`src/rtl/wic_int_cond.sv`:
```
// Interrupt source conditioner: synchronises 32 raw lines into wic_clk, glitch-filters them,
// and presents level or latched rising-edge requests cleared by the vectored-interrupt ack.
module wic_int_cond #(
  parameter int unsigned FILT_W = 4
) (
  input  logic              wic_clk,
  input  logic              pad_cpu_rst_b,
  input  logic [31:0]       pad_int_src,
  input  logic [31:0]       int_edge_mode,
  input  logic [31:0]       int_filt_en,
  input  logic [FILT_W-1:0] filt_cyc,
  input  logic [31:0]       biu_pad_psr,
  output logic [31:0]       pad_wic_int_vld,
  output logic [31:0]       int_src_stat
);

  logic [31:0]       s1;
  logic [31:0]       s2;
  logic [31:0]       filt_q;
  logic [31:0]       edge_lat;
  logic [31:0]       ack_ff;
  logic [31:0]       ack_clr;
  logic [31:0]       ack_pulse;
  logic [31:0]       upd;
  logic [31:0]       rise;
  logic [FILT_W-1:0] cnt [32];
  logic [FILT_W-1:0] thr_m1;

  // A threshold of 0 behaves like 1, so the terminal count is never below zero
  assign thr_m1 = (filt_cyc == '0) ? '0 : filt_cyc - FILT_W'(1);

  always_comb begin
    ack_clr = '0;
    if (biu_pad_psr[23:21] == 3'b001)
      ack_clr[biu_pad_psr[20:16]] = 1'b1;
  end

  assign ack_pulse = ack_clr & ~ack_ff;

  always_comb begin
    upd = '0;
    for (int unsigned i = 0; i < 32; i++)
      upd[i] = (s2[i] != filt_q[i]) && (!int_filt_en[i] || (cnt[i] >= thr_m1));
  end

  assign rise = upd & s2;

  always_ff @(posedge wic_clk or negedge pad_cpu_rst_b) begin
    if (!pad_cpu_rst_b) begin
      s1       <= '0;
      s2       <= '0;
      filt_q   <= '0;
      edge_lat <= '0;
      ack_ff   <= '0;
      for (int unsigned i = 0; i < 32; i++)
        cnt[i] <= '0;
    end else begin
      s1     <= pad_int_src;
      s2     <= s1;
      ack_ff <= ack_clr;
      for (int unsigned i = 0; i < 32; i++) begin
        if (!int_filt_en[i]) begin
          filt_q[i] <= s2[i];
          cnt[i]    <= '0;
        end else if (s2[i] == filt_q[i]) begin
          cnt[i] <= '0;
        end else if (cnt[i] >= thr_m1) begin
          filt_q[i] <= s2[i];
          cnt[i]    <= '0;
        end else begin
          cnt[i] <= cnt[i] + FILT_W'(1);
        end

        // A new edge takes priority over a coincident acknowledge
        if (!int_edge_mode[i])
          edge_lat[i] <= 1'b0;
        else if (rise[i])
          edge_lat[i] <= 1'b1;
        else if (ack_pulse[i])
          edge_lat[i] <= 1'b0;
      end
    end
  end

  assign pad_wic_int_vld = (int_edge_mode & edge_lat) | (~int_edge_mode & filt_q);
  assign int_src_stat    = filt_q;

endmodule

```
`config.mk`:
```
export PLATFORM = sky130hd
export DESIGN_NAME = wic_int_cond
export DESIGN_NICKNAME = d
export VERILOG_FILES = /design/src/rtl/wic_int_cond.sv
export SDC_FILE = /design/constraint.sdc
export NUM_CORES = 1
export LEC_CHECK = 0
export CAP_MARGIN = 0
export CELL_PAD_IN_SITES_DETAIL_PLACEMENT = 0
export CELL_PAD_IN_SITES_GLOBAL_PLACEMENT = 1
export CORE_UTILIZATION = 30
export DETAILED_ROUTE_END_ITERATION = 12
export PLACE_DENSITY_LB_ADDON = 0.15
export SLEW_MARGIN = 25
export SYNTH_ARGS = -nofsm -noshare
export SYNTH_HDL_FRONTEND = slang
export SYNTH_SLANG_ARGS = --single-unit
export TNS_END_PERCENT = 1
```
`constraint.sdc`:
```
create_clock -name wic_clk -period 1.6 [get_ports wic_clk]
set_input_delay 0.16 -clock wic_clk [delete_from_list [all_inputs] [get_ports wic_clk]]
set_output_delay 0.16 -clock wic_clk [all_outputs]
set_load 0.02 [all_outputs]
```
==> impl_metrics.tcl <==
set metrics [dict create \
    status "finished with violations" \
    violations "negative setup slack" \
    period_needed_ps 1640 \
    netlist_top_cells_area "dfrtp_1 51%, ha_1 14%, mux2_2 4.5%, nor2_1 4.5%, xor2_1 4.0%" \
    cts_buffer_depth 3 \
    setup_slack_ps -44.2 \
    crit_end "int_src_stat[10]" \
    io_buffers 173 \
    ys_ff_latch 288 \
    hold_class "in2reg" \
    top_layer "met5" \
    cts-root-buf "clkbuf_16" \
    clkLatencyLatePin_ps 540 \
    hold_viol 0 \
    drtIter0Drc 350 \
    period_share 1.03 \
    chipHeight_um 219 \
    grt_first_pass_wirelength_um 56800 \
    place_inst 2166 \
    stdcell_count 2251 \
    worstSetupEndpointType "flip-flop" \
    start_util 0.304 \
    synth_area_leader_cell "dfrtp_1" \
    die_x_um 219 \
    fin_area_um2 20100 \
    dp_hpwl_um 25300 \
    seq_area_frac_synth 0.510 \
    syn_nets 1504 \
    slew-limit-headroom 0.721 \
    tightest_slew_ps 418 \
    p_int_w 0.0143 \
    cp.required_ps 2020 \
    vias_per_cell 4.60 \
    switching_share 0.272 \
    dieArea_um2 48000 \
    overflow 0 \
    grt_usage 0.152 \
    wl_met3_um 1600 \
    yosysWarnings 0 \
    syn2layout_area_growth_pct 42.0 \
    nets 1911 \
    cap_viol_max_count 0 \
    clkTransAtPathRegs_ps 50 \
    globalplace.congestion 0.759 \
    clockPowerShare 0.397 \
    rsz0062_at_grt "true" \
    detailedPlace.worstSlack_ps -990 \
    met2_length_um 16100 \
    grt_pass1_vias 10800 \
    cp-start-kind "input port" \
    placed_area_um2 18200 \
    via_count 10400 \
    antenna_found_initial 5 \
    crit_type "in2reg" \
    htree_num_levels 2 \
    seq_power_share 0.406 \
    setup_viol 20 \
    critPathLaunch "filt_cyc[1]" \
    synth_top_area_share 0.510 \
    timing.rr.end "int_src_stat[8]" \
    utilization 0.431 \
    synthCells 1210 \
    p_leak_nw 9.32 \
    m1WireLength_um 17600 \
    mostFrequentLayoutCells "285 x dfrtp_1, 179 x buf_4, 168 x nor2_1, 149 x ha_1, 96 x clkdlybuf4s50_1" \
    ir_drop_mv 0.560 \
    power_density_nw_per_um2 982 \
    rows 79 \
    achievable-frequency_mhz 608 \
    slew_violations 0 \
    wl_per_cell_um 16.0 \
    crit_fanout 7 \
    clock_sinks 288 \
    syn_area_per_cell_um2 11.7 \
    ios 198 \
    layout-drive-gt1-share 0.274 \
    reg2reg_depth 4 \
    drt_first_pass_iters 5 \
    p_comb_frac 0.197 \
    reg2reg_slack_ps -20 \
    crit_arrival_ps 2070 \
    cts_tree "yes" \
    skew_ps 15.4 \
    synth_area_um2 14100 \
    drc_errors 0 \
    ant_nets 0 \
    hold_depth 1 \
    hold_ws_ps 57.3 \
    final_common_cell "dfrtp_1" \
    r2r_start "cnt[95]" \
    core_um2 46600 \
    grt_max_degree 59 \
    cts_made_buffers 37 \
    drt_wl_total_um 36100 \
    p_sw_w 0.00537 \
    ys_types 35 \
]
-- cell usage after synthesis --
master and number:
a21oi_1 1, a32o_1 24, and3_1 8, and3b_1 16, and4bb_2 1, buf_2 1
buf_6 1, clkbuf_1 8, dfrtp_1 288, ha_1 160, inv_1 73, mux2_2 57
nand2_1 53, nand3_1 33, nand3b_1 3, nor2_1 170, nor2b_1 32, nor3_1 1
nor3b_1 32, nor4_1 4, nor4b_1 5, o2111ai_1 32, o211ai_1 64, o21a_1 1
o21ai_0 8, o2bb2ai_1 8, o31ai_1 1, or3_1 1, or3b_1 3, or4_1 12
or4b_1 7, or4b_2 5, or4b_4 1, xnor2_1 32, xor2_1 64
-- metrics by stage --
| step | power, W | setup TNS (ps) |
|---|---|---|
| after floorplan | 0.00982 | -53380 |
| after global placement | 0.0118 | -175120 |
| after detailed placement | 0.0119 | -174940 |
| after CTS | 0.0200 | -2460 |
| after global routing | 0.0208 | -2370 |
| final | 0.0197 | -303 |
-- power by group through the flow --
stage	sequential [W]	clock, W	combinational [W]
after global routing	0.00808	0.00844	0.00432
after CTS	0.00802	0.00817	0.00383
after detailed placement	0.00814	0	0.00372
after floorplan	0.00828	0	0.00154
final	0.00801	0.00782	0.00388
after global placement	0.00813	0	0.00370
-- sequential cells by signal, summed over array words and instances, names as in the netlist --
signal and cells:
s1 32, int_src_stat 32, ack_ff 32, cnt 128, edge_lat 32, s2 32
-- worst min-delay path by stage --
stage | start | end | slack (ps)
after floorplan | pad_cpu_rst_b | ack_ff[0] | -140
after global placement | pad_cpu_rst_b | s1[15] | 100
after detailed placement | pad_cpu_rst_b | s1[15] | 100
after CTS | pad_int_src[31] | s1[31] | 20
after global routing | pad_int_src[31] | s1[31] | 20
final | pad_int_src[24] | s1[24] | 60
-- final cells by class --
| class | instances | area, µm² |
|---|---|---|
| Timing Repair Buffer | 377 | 3410 |
| Inverter | 73 | 274 |
| Tap cell | 607 | 759 |
| Clock buffer | 53 | 1080 |
| Multi-Input combinational cell | 840 | 7280 |
| Sequential cell | 288 | 7210 |
| Antenna cell | 2 | 5.00 |
| Clock inverter | 11 | 58.8 |
| Fill cell | 4429 | 26500 |
-- worst max-delay path, stage by stage --
cell and delay [ps]:
buf_8 100, nor2_4 120, nand2_1 70, mux2_4 390
buf_12 190, ha_1 270, o211ai_1 110, o211ai_1 270
mux2_2 370
-- cells by family (layout without fill, tap and decap cells) --
| family | count (synthesis) | count (layout) | synth area share |
|---|---|---|---|
| simple gates | 387 | 388 | 0.141 |
| flops | 288 | 288 | 0.510 |
| fa+ha+maj | 160 | 160 | 0.142 |
| compound gates | 139 | 139 | 0.0800 |
| xor+xnor | 96 | 96 | 0.0595 |
| buf+inv | 83 | 514 | 0.0227 |
| mux | 57 | 57 | 0.0454 |
| other cells | 0 | 2 | 0 |
-- what timing repair did --
action                                  in CTS  in global routing
endpoints found under the setup margin     256                205
hold endpoints to repair                   288                  0
resized for setup                          268                 47
pin swaps                                   25                 38
setup buffers                                2                 11
hold buffers                                 1                  0
gates cloned                                 2                  3
-- routing by layer --
metal  vias to the layer above  track usage
li1                       5159            -
met1                      4989        0.205
met2                       154        0.241
met3                        51       0.0310
met4                         4       0.0505
met5                         -            0
Power figures use the tool's default switching activity.
